==> config.mk <==
export PLATFORM = sky130hd
export DESIGN_NAME = cla_pipe_adder_flat
export DESIGN_NICKNAME = d
export VERILOG_FILES = /design/src/rtl/cla_pipe_pkg.sv /design/src/rtl/cla_pipe_if.sv /design/src/rtl/cla4_group.sv /design/src/rtl/cla_pipe_adder.sv /design/src/flat_wrapper.sv
export SDC_FILE = /design/constraint.sdc
export NUM_CORES = 1
export LEC_CHECK = 0
export CAP_MARGIN = 20
export CORE_ASPECT_RATIO = 1.2
export CORE_MARGIN = 4
export CORE_UTILIZATION = 52
export CTS_CLUSTER_SIZE = 16
export DETAILED_ROUTE_END_ITERATION = 12
export PLACE_DENSITY = 0.82
export SLEW_MARGIN = 15
export SYNTH_ARGS = -nofsm -noshare
export SYNTH_HDL_FRONTEND = slang
export SYNTH_HIERARCHICAL = 1
export SYNTH_SLANG_ARGS = --single-unit
==> constraint.sdc <==
create_clock -name clk -period 2.2 [get_ports clk]
set_clock_uncertainty 0.2 [all_clocks]
set_input_delay 0.44 -clock clk [delete_from_list [all_inputs] [get_ports clk]]
set_output_delay 0.44 -clock clk [all_outputs]
set_load 0.05 [all_outputs]
==> src/rtl/cla_pipe_pkg.sv <==
// cla_pipe_pkg: shared types and constants for the pipelined carry-lookahead adder
package cla_pipe_pkg;
  localparam int GROUP_W = 4;
  typedef enum logic {OP_ADD, OP_SUB} op_t;
  typedef struct packed {
    logic v;
    logic sub;
    logic c;
    logic ov;
  } stage_t;
endpackage

==> src/rtl/cla_pipe_if.sv <==
// cla_pipe_if: operand/result valid-ready bundle for cla_pipe_adder
interface cla_pipe_if import cla_pipe_pkg::*; #(parameter int WIDTH = 8);
  logic in_valid;
  logic in_ready;
  logic [WIDTH-1:0] a_in;
  logic [WIDTH-1:0] b_in;
  logic c_in;
  op_t op;
  logic out_valid;
  logic out_ready;
  logic [WIDTH-1:0] s_out;
  logic c_out;
  logic ovf;
  modport master (output in_valid, a_in, b_in, c_in, op, out_ready,
                  input in_ready, out_valid, s_out, c_out, ovf);
  modport slave (input in_valid, a_in, b_in, c_in, op, out_ready,
                 output in_ready, out_valid, s_out, c_out, ovf);
endinterface

==> src/rtl/cla4_group.sv <==
// cla4_group: combinational 4-bit carry-lookahead group
module cla4_group (
  input  logic [3:0] a_i,
  input  logic [3:0] b_i,
  input  logic       cin_i,
  output logic [3:0] sum_o,
  output logic       cout_o
);
  logic [3:0] g, p;
  logic [4:0] c;
  assign g = a_i & b_i;
  assign p = a_i ^ b_i;
  assign c[0] = cin_i;
  assign c[1] = g[0] | (p[0] & cin_i);
  assign c[2] = g[1] | (p[1] & g[0]) | (p[1] & p[0] & cin_i);
  assign c[3] = g[2] | (p[2] & g[1]) | (p[2] & p[1] & g[0]) | (p[2] & p[1] & p[0] & cin_i);
  assign c[4] = g[3] | (p[3] & g[2]) | (p[3] & p[2] & g[1]) | (p[3] & p[2] & p[1] & g[0])
              | (&p & cin_i);
  assign sum_o = p ^ c[3:0];
  assign cout_o = c[4];
endmodule

==> src/rtl/cla_pipe_adder.sv <==
// cla_pipe_adder: add/sub resolving one 4-bit lookahead group per pipeline stage, global stall.
// Define CLA_PIPE_SAT_EN for unsigned saturation of the final result.
module cla_pipe_adder import cla_pipe_pkg::*; #(parameter int WIDTH = 8) (
  input logic clk,
  input logic reset,
  cla_pipe_if.slave io
);
  localparam int NG = WIDTH / GROUP_W;
  stage_t ctl_q [0:NG];
  stage_t ctl_d [0:NG];
  logic [WIDTH-1:0] s_q [0:NG];
  logic [WIDTH-1:0] s_d [0:NG];
  logic [WIDTH-1:0] a_q [0:NG-1];
  logic [WIDTH-1:0] a_d [0:NG-1];
  logic [WIDTH-1:0] b_q [0:NG-1];
  logic [WIDTH-1:0] b_d [0:NG-1];
  logic [GROUP_W-1:0] gs [1:NG];
  logic gc [1:NG];
  logic adv;
  logic sub;
  assign adv = !ctl_q[NG].v || io.out_ready;
  assign sub = io.op == OP_SUB;
  assign io.in_ready = adv;
  assign io.out_valid = ctl_q[NG].v;
  assign io.s_out = s_q[NG];
  assign io.c_out = ctl_q[NG].c;
  assign io.ovf = ctl_q[NG].ov;
  for (genvar g = 1; g <= NG; g++) begin : g_grp
    cla4_group u_grp (
      .a_i(a_q[g-1][GROUP_W*g-GROUP_W +: GROUP_W]),
      .b_i(b_q[g-1][GROUP_W*g-GROUP_W +: GROUP_W]),
      .cin_i(ctl_q[g-1].c),
      .sum_o(gs[g]),
      .cout_o(gc[g])
    );
  end
  // the ov field holds the MSB-of-group overflow; only the last stage's value is meaningful
  always_comb begin
    a_d[0] = io.a_in;
    b_d[0] = sub ? ~io.b_in : io.b_in;
    s_d[0] = '0;
    ctl_d[0] = '{v: io.in_valid, sub: sub, c: sub | io.c_in, ov: 1'b0};
    for (int k = 1; k < NG; k++) begin
      a_d[k] = a_q[k-1];
      b_d[k] = b_q[k-1];
    end
    for (int k = 1; k <= NG; k++) begin
      s_d[k] = s_q[k-1];
      s_d[k][GROUP_W*k-GROUP_W +: GROUP_W] = gs[k];
      ctl_d[k] = '{v: ctl_q[k-1].v, sub: ctl_q[k-1].sub, c: gc[k],
                   ov: gs[k][GROUP_W-1] ^ a_q[k-1][GROUP_W*k-1] ^ b_q[k-1][GROUP_W*k-1] ^ gc[k]};
    end
`ifdef CLA_PIPE_SAT_EN
    if (ctl_d[NG].sub ? !ctl_d[NG].c : ctl_d[NG].c) s_d[NG] = {WIDTH{!ctl_d[NG].sub}};
`endif
  end
  always_ff @(posedge clk)
    if (reset) begin
      for (int k = 0; k <= NG; k++) begin
        ctl_q[k] <= '0;
        s_q[k] <= '0;
      end
      for (int k = 0; k < NG; k++) begin
        a_q[k] <= '0;
        b_q[k] <= '0;
      end
    end else if (adv) begin
      ctl_q <= ctl_d;
      s_q <= s_d;
      a_q <= a_d;
      b_q <= b_d;
    end
endmodule

==> src/flat_wrapper.sv <==
// flat-port wrapper written by rule: the top's interface ports become plain ports
module cla_pipe_adder_flat import cla_pipe_pkg::*;
#(parameter int WIDTH = 8)
  (clk, reset, io_in_valid, io_a_in, io_b_in, io_c_in, io_op, io_out_ready, io_in_ready, io_out_valid, io_s_out, io_c_out, io_ovf);
  cla_pipe_if #(.WIDTH(WIDTH)) io_i ();
  input logic clk;
  input logic reset;
  input wire logic [$bits(io_i.in_valid)-1:0] io_in_valid;
  input wire logic [$bits(io_i.a_in)-1:0] io_a_in;
  input wire logic [$bits(io_i.b_in)-1:0] io_b_in;
  input wire logic [$bits(io_i.c_in)-1:0] io_c_in;
  input wire logic [$bits(io_i.op)-1:0] io_op;
  input wire logic [$bits(io_i.out_ready)-1:0] io_out_ready;
  output wire logic [$bits(io_i.in_ready)-1:0] io_in_ready;
  output wire logic [$bits(io_i.out_valid)-1:0] io_out_valid;
  output wire logic [$bits(io_i.s_out)-1:0] io_s_out;
  output wire logic [$bits(io_i.c_out)-1:0] io_c_out;
  output wire logic [$bits(io_i.ovf)-1:0] io_ovf;
  assign io_i.in_valid = io_in_valid;
  assign io_i.a_in = io_a_in;
  assign io_i.b_in = io_b_in;
  assign io_i.c_in = io_c_in;
  assign io_i.op = io_op;
  assign io_i.out_ready = io_out_ready;
  assign io_in_ready = io_i.in_ready;
  assign io_out_valid = io_i.out_valid;
  assign io_s_out = io_i.s_out;
  assign io_c_out = io_i.c_out;
  assign io_ovf = io_i.ovf;
  cla_pipe_adder #(.WIDTH(WIDTH)) u_core (.clk(clk), .reset(reset), .io(io_i));
endmodule
==> results.py <==
metrics = {
    "sta": {
        "finalSetupTns_ns": 0,
        "maxSlewViolCount": 0,
        "relSlewSlack": 0.6667,
        "min_period_ns": 2.102,
        "rsz0062_at_grt": "no",
        "setup_violations": 0,
        "finalHoldViolations": 0,
        "finalCritPeriodShare": 0.9553,
        "hold_ws_ns": 0.2511,
        "max_freq_ghz": 0.4758,
        "tightestPinTransition_ns": 0.4984,
    },
    "logic_synthesis": {
        "synth_area_leaders": "dfxtp_1 (44%), nand2_1 (12%), a21oi_1 (8.8%)",
        "syn_nets": 256,
        "synth_cell_type_count": 21,
        "yosysWarnings": 6,
        "mappedNetlistArea_um2": 1944,
        "synth_seq_cells": 43,
        "synth.largest_area_cell": "dfxtp_1",
        "ys_seq_area_frac": 0.4427,
        "synth_top_area_share": 0.4427,
        "syn_area_per_cell_um2": 8.680,
        "synthCells": 224,
    },
    "setup_path": {
        "cp_max_fo": 2,
        "endpoint_kind": "primary output",
        "rr_worst_depth": 7,
        "reg2reg_from": "u_core/b_q[4]$_SDFFE_PP0P_",
        "critPathKind": "register to primary output",
        "crit_path_start_kind": "register",
        "cp.buffers_inverters": 1,
        "slowest_stage": "clkdlybuf4s50_1",
        "critPathTopFamily": "buffers and inverters",
        "max_stage_delay_ns": 0.81,
        "crit_chain": "clkdlybuf4s50_1",
        "crit_required_ns": 1.56,
        "reg2reg_to": "u_core/io.ovf$_SDFFE_PP0P_",
        "cp.arrival_ns": 1.46,
        "reg2reg_slack_ns": 0.12,
    },
    "clock_tree": {
        "cts_tree": "done",
        "cts_setup_buffers": 0,
        "clk_latency_ns": 0.29,
        "cts_buffers": 5,
        "path_clk_slew_ns": 0.08,
        "cts_hold_buffers": 0,
        "clockBufferDepth": 2,
        "clockRootBuffer": "clkbuf_8",
        "cts_max_level": 2,
        "clkSinkCount": 43,
        "cts_resized": 0,
    },
    "floorplan": {
        "die_h_um": 74.99,
        "coreArea_um2": 3633,
        "std_cell_rows": 24,
        "start_util": 0.5351,
        "die_x_um": 63.82,
        "die-area_um2": 4786,
        "io_pins": 34,
    },
    "min_path": {
        "hold_depth": 2,
        "holdPathEnd": "u_core/io.s_out[3]$_SDFFE_PP0P_",
        "hp-start": "u_core/io.s_out[3]$_SDFFE_PP0P_",
        "min_path_type": "register to register",
    },
    "cells_and_area": {
        "multiInputGateArea_um2": 943.4,
        "area_growth_pct": 22.84,
        "num_antenna_cells": 0,
        "fin_area_um2": 2389,
        "fillers": 310,
        "seq_area_um2": 860.8,
        "utilization": 0.6574,
        "drive_above_1_share": 0.09091,
        "nets": 284,
    },
    "global_route": {
        "track_usage": 0.1541,
        "overflow": 0,
        "antenna_found_initial": 0,
        "first_global_vias": 1399,
        "grt_max_degree": 44,
        "grt_pass1_wl_um": 5844,
    },
    "route": {
        "wl_per_cell_um": 11.41,
        "wirelength_um": 3481,
        "vias_per_cell": 4.915,
        "vias": 1499,
        "drc": 0,
        "detail-route-antenna-nets": 0,
        "drt_iter0_drc": 52,
        "first_pass_iters": 5,
    },
    "job": {
        "cap_violations": 0,
    },
    "place": {
        "gp_congestion": 0.7376,
        "place_area_um2": 2271,
        "dp_hpwl_um": 2354,
        "port_buffers": 33,
    },
    "status": {
        "status": "finished, final reports clean",
    },
    "power_and_ir_drop": {
        "leakage_nw": 1.007,
        "power_density_nw_per_um2": 760.0,
        "max-vdd-ir-drop_mv": 0.4514,
    },
}
[power by group]
| part | internal (mW) | switching [mW] | total (mW) |
|---|---|---|---|
| Sequential | 0.838 | 0.0326 | 0.870 |
| Clock | 0.367 | 0.261 | 0.629 |
| Combinational | 0.145 | 0.171 | 0.317 |
| Total | 1.35 | 0.465 | 1.82 |
[worst max-delay path by stage]
stage | from | end | slack [ns] | cells past startpoint
2_1_floorplan | u_core/a_q[4]$_SDFFE_PP0P_ | u_core/io.ovf$_SDFFE_PP0P_ | 0.27 | 7
3_3_place_gp | io_out_ready | u_core/b_d[0]$_SDFFE_PP0P_ | 0.17 | 6
3_5_place_dp | io_out_ready | u_core/b_d[5]$_SDFFE_PP0P_ | 0.12 | 6
4_1_cts | u_core/io.ovf$_SDFFE_PP0P_ | io_ovf | 0.1 | 1
5_1_grt | u_core/a_q[4]$_SDFFE_PP0P_ | u_core/io.ovf$_SDFFE_PP0P_ | 0.02 | 7
6_report | u_core/io.ovf$_SDFFE_PP0P_ | io_ovf | 0.1 | 1
[cells in the final DEF (no fill, tap or decap)]
| cell | instances |
|---|---|
| bufinv_16 | 1 |
| inv_1 | 8 |
| clkbuf_8 | 6 |
| nand2_1 | 64 |
| buf_12 | 1 |
| a211oi_2 | 9 |
| xnor2_1 | 13 |
| a21o_1 | 6 |
| clkinv_2 | 1 |
| inv_6 | 1 |
| nor2b_4 | 1 |
| clkdlybuf4s50_1 | 32 |
| a21oi_1 | 34 |
| xor2_1 | 4 |
| dfxtp_1 | 43 |
| fa_1 | 2 |
| a31o_1 | 2 |
| nor2_1 | 12 |
| nor3_1 | 2 |
| ha_1 | 8 |
| buf_4 | 3 |
[metrics by stage]
| stage | cells | power [mW] | worst slack (ns) |
|---|---|---|---|
| floorplan | 224 | 1.104 | 0.2723 |
| global placement | 297 | 1.197 | 0.1712 |
| detailed placement | 297 | 1.205 | 0.1225 |
| CTS | 305 | 1.831 | 0.09934 |
| global route | 305 | 1.898 | 0.02011 |
| finish | 305 | 1.815 | 0.09824 |
[layer usage]
metal	vias up	track usage	share of wire
met3	5	0.04478	0.050
met1	687	0.1762	0.44
met2	28	0.2721	0.50
met5	-	0	0
li1	779	-	-
met4	0	0.06235	0.012
[cells in the mapped netlist]
| master | n |
|---|---|
| nand2_1 | 64 |
| buf_2 | 5 |
| a31o_1 | 2 |
| fa_1 | 2 |
| a211oi_2 | 9 |
| nor3_1 | 2 |
| buf_1 | 1 |
| dfxtp_1 | 43 |
| inv_6 | 1 |
| nor2_1 | 12 |
| a21o_1 | 6 |
| nor2b_4 | 1 |
| inv_1 | 8 |
| ha_1 | 8 |
| clkbuf_1 | 2 |
| buf_4 | 2 |
| buf_6 | 4 |
| xor2_1 | 4 |
| a21oi_1 | 34 |
| xnor2_1 | 13 |
| clkbuf_2 | 1 |
[flip-flops by register name (all words and copies together), names as in the netlist]
name,cells
u_core/io.s_out,8
u_core/a_q,4
u_core/ctl_q,2
u_core/s_d,4
u_core/io.ovf,1
u_core/io.c_out,1
u_core/b_d,8
u_core/io.out_valid,1
u_core/ctl_d,2
u_core/a_d,8
u_core/b_q,4
[area by class of cell]
| class | instances | share of cell area |
|---|---|---|
| Multi-Input combinational cell | 157 | 0.3950 |
| Sequential cell | 43 | 0.3604 |
| Timing Repair Buffer | 36 | 0.1519 |
| Clock buffer | 6 | 0.03457 |
| Tap cell | 52 | 0.02724 |
| Inverter | 9 | 0.01624 |
| Clock inverter | 2 | 0.01467 |
[cell families (layout without fill, tap and decap cells)]
kind of cell	Yosys count	in the layout	share of synthesized area
fa+ha+maj	10	10	0.07207
buf+inv	24	53	0.07206
flops	43	43	0.4427
simple gates	79	79	0.1589
xor+xnor	17	17	0.07658
compound gates	51	51	0.1776
Power figures use the tool's default switching activity.
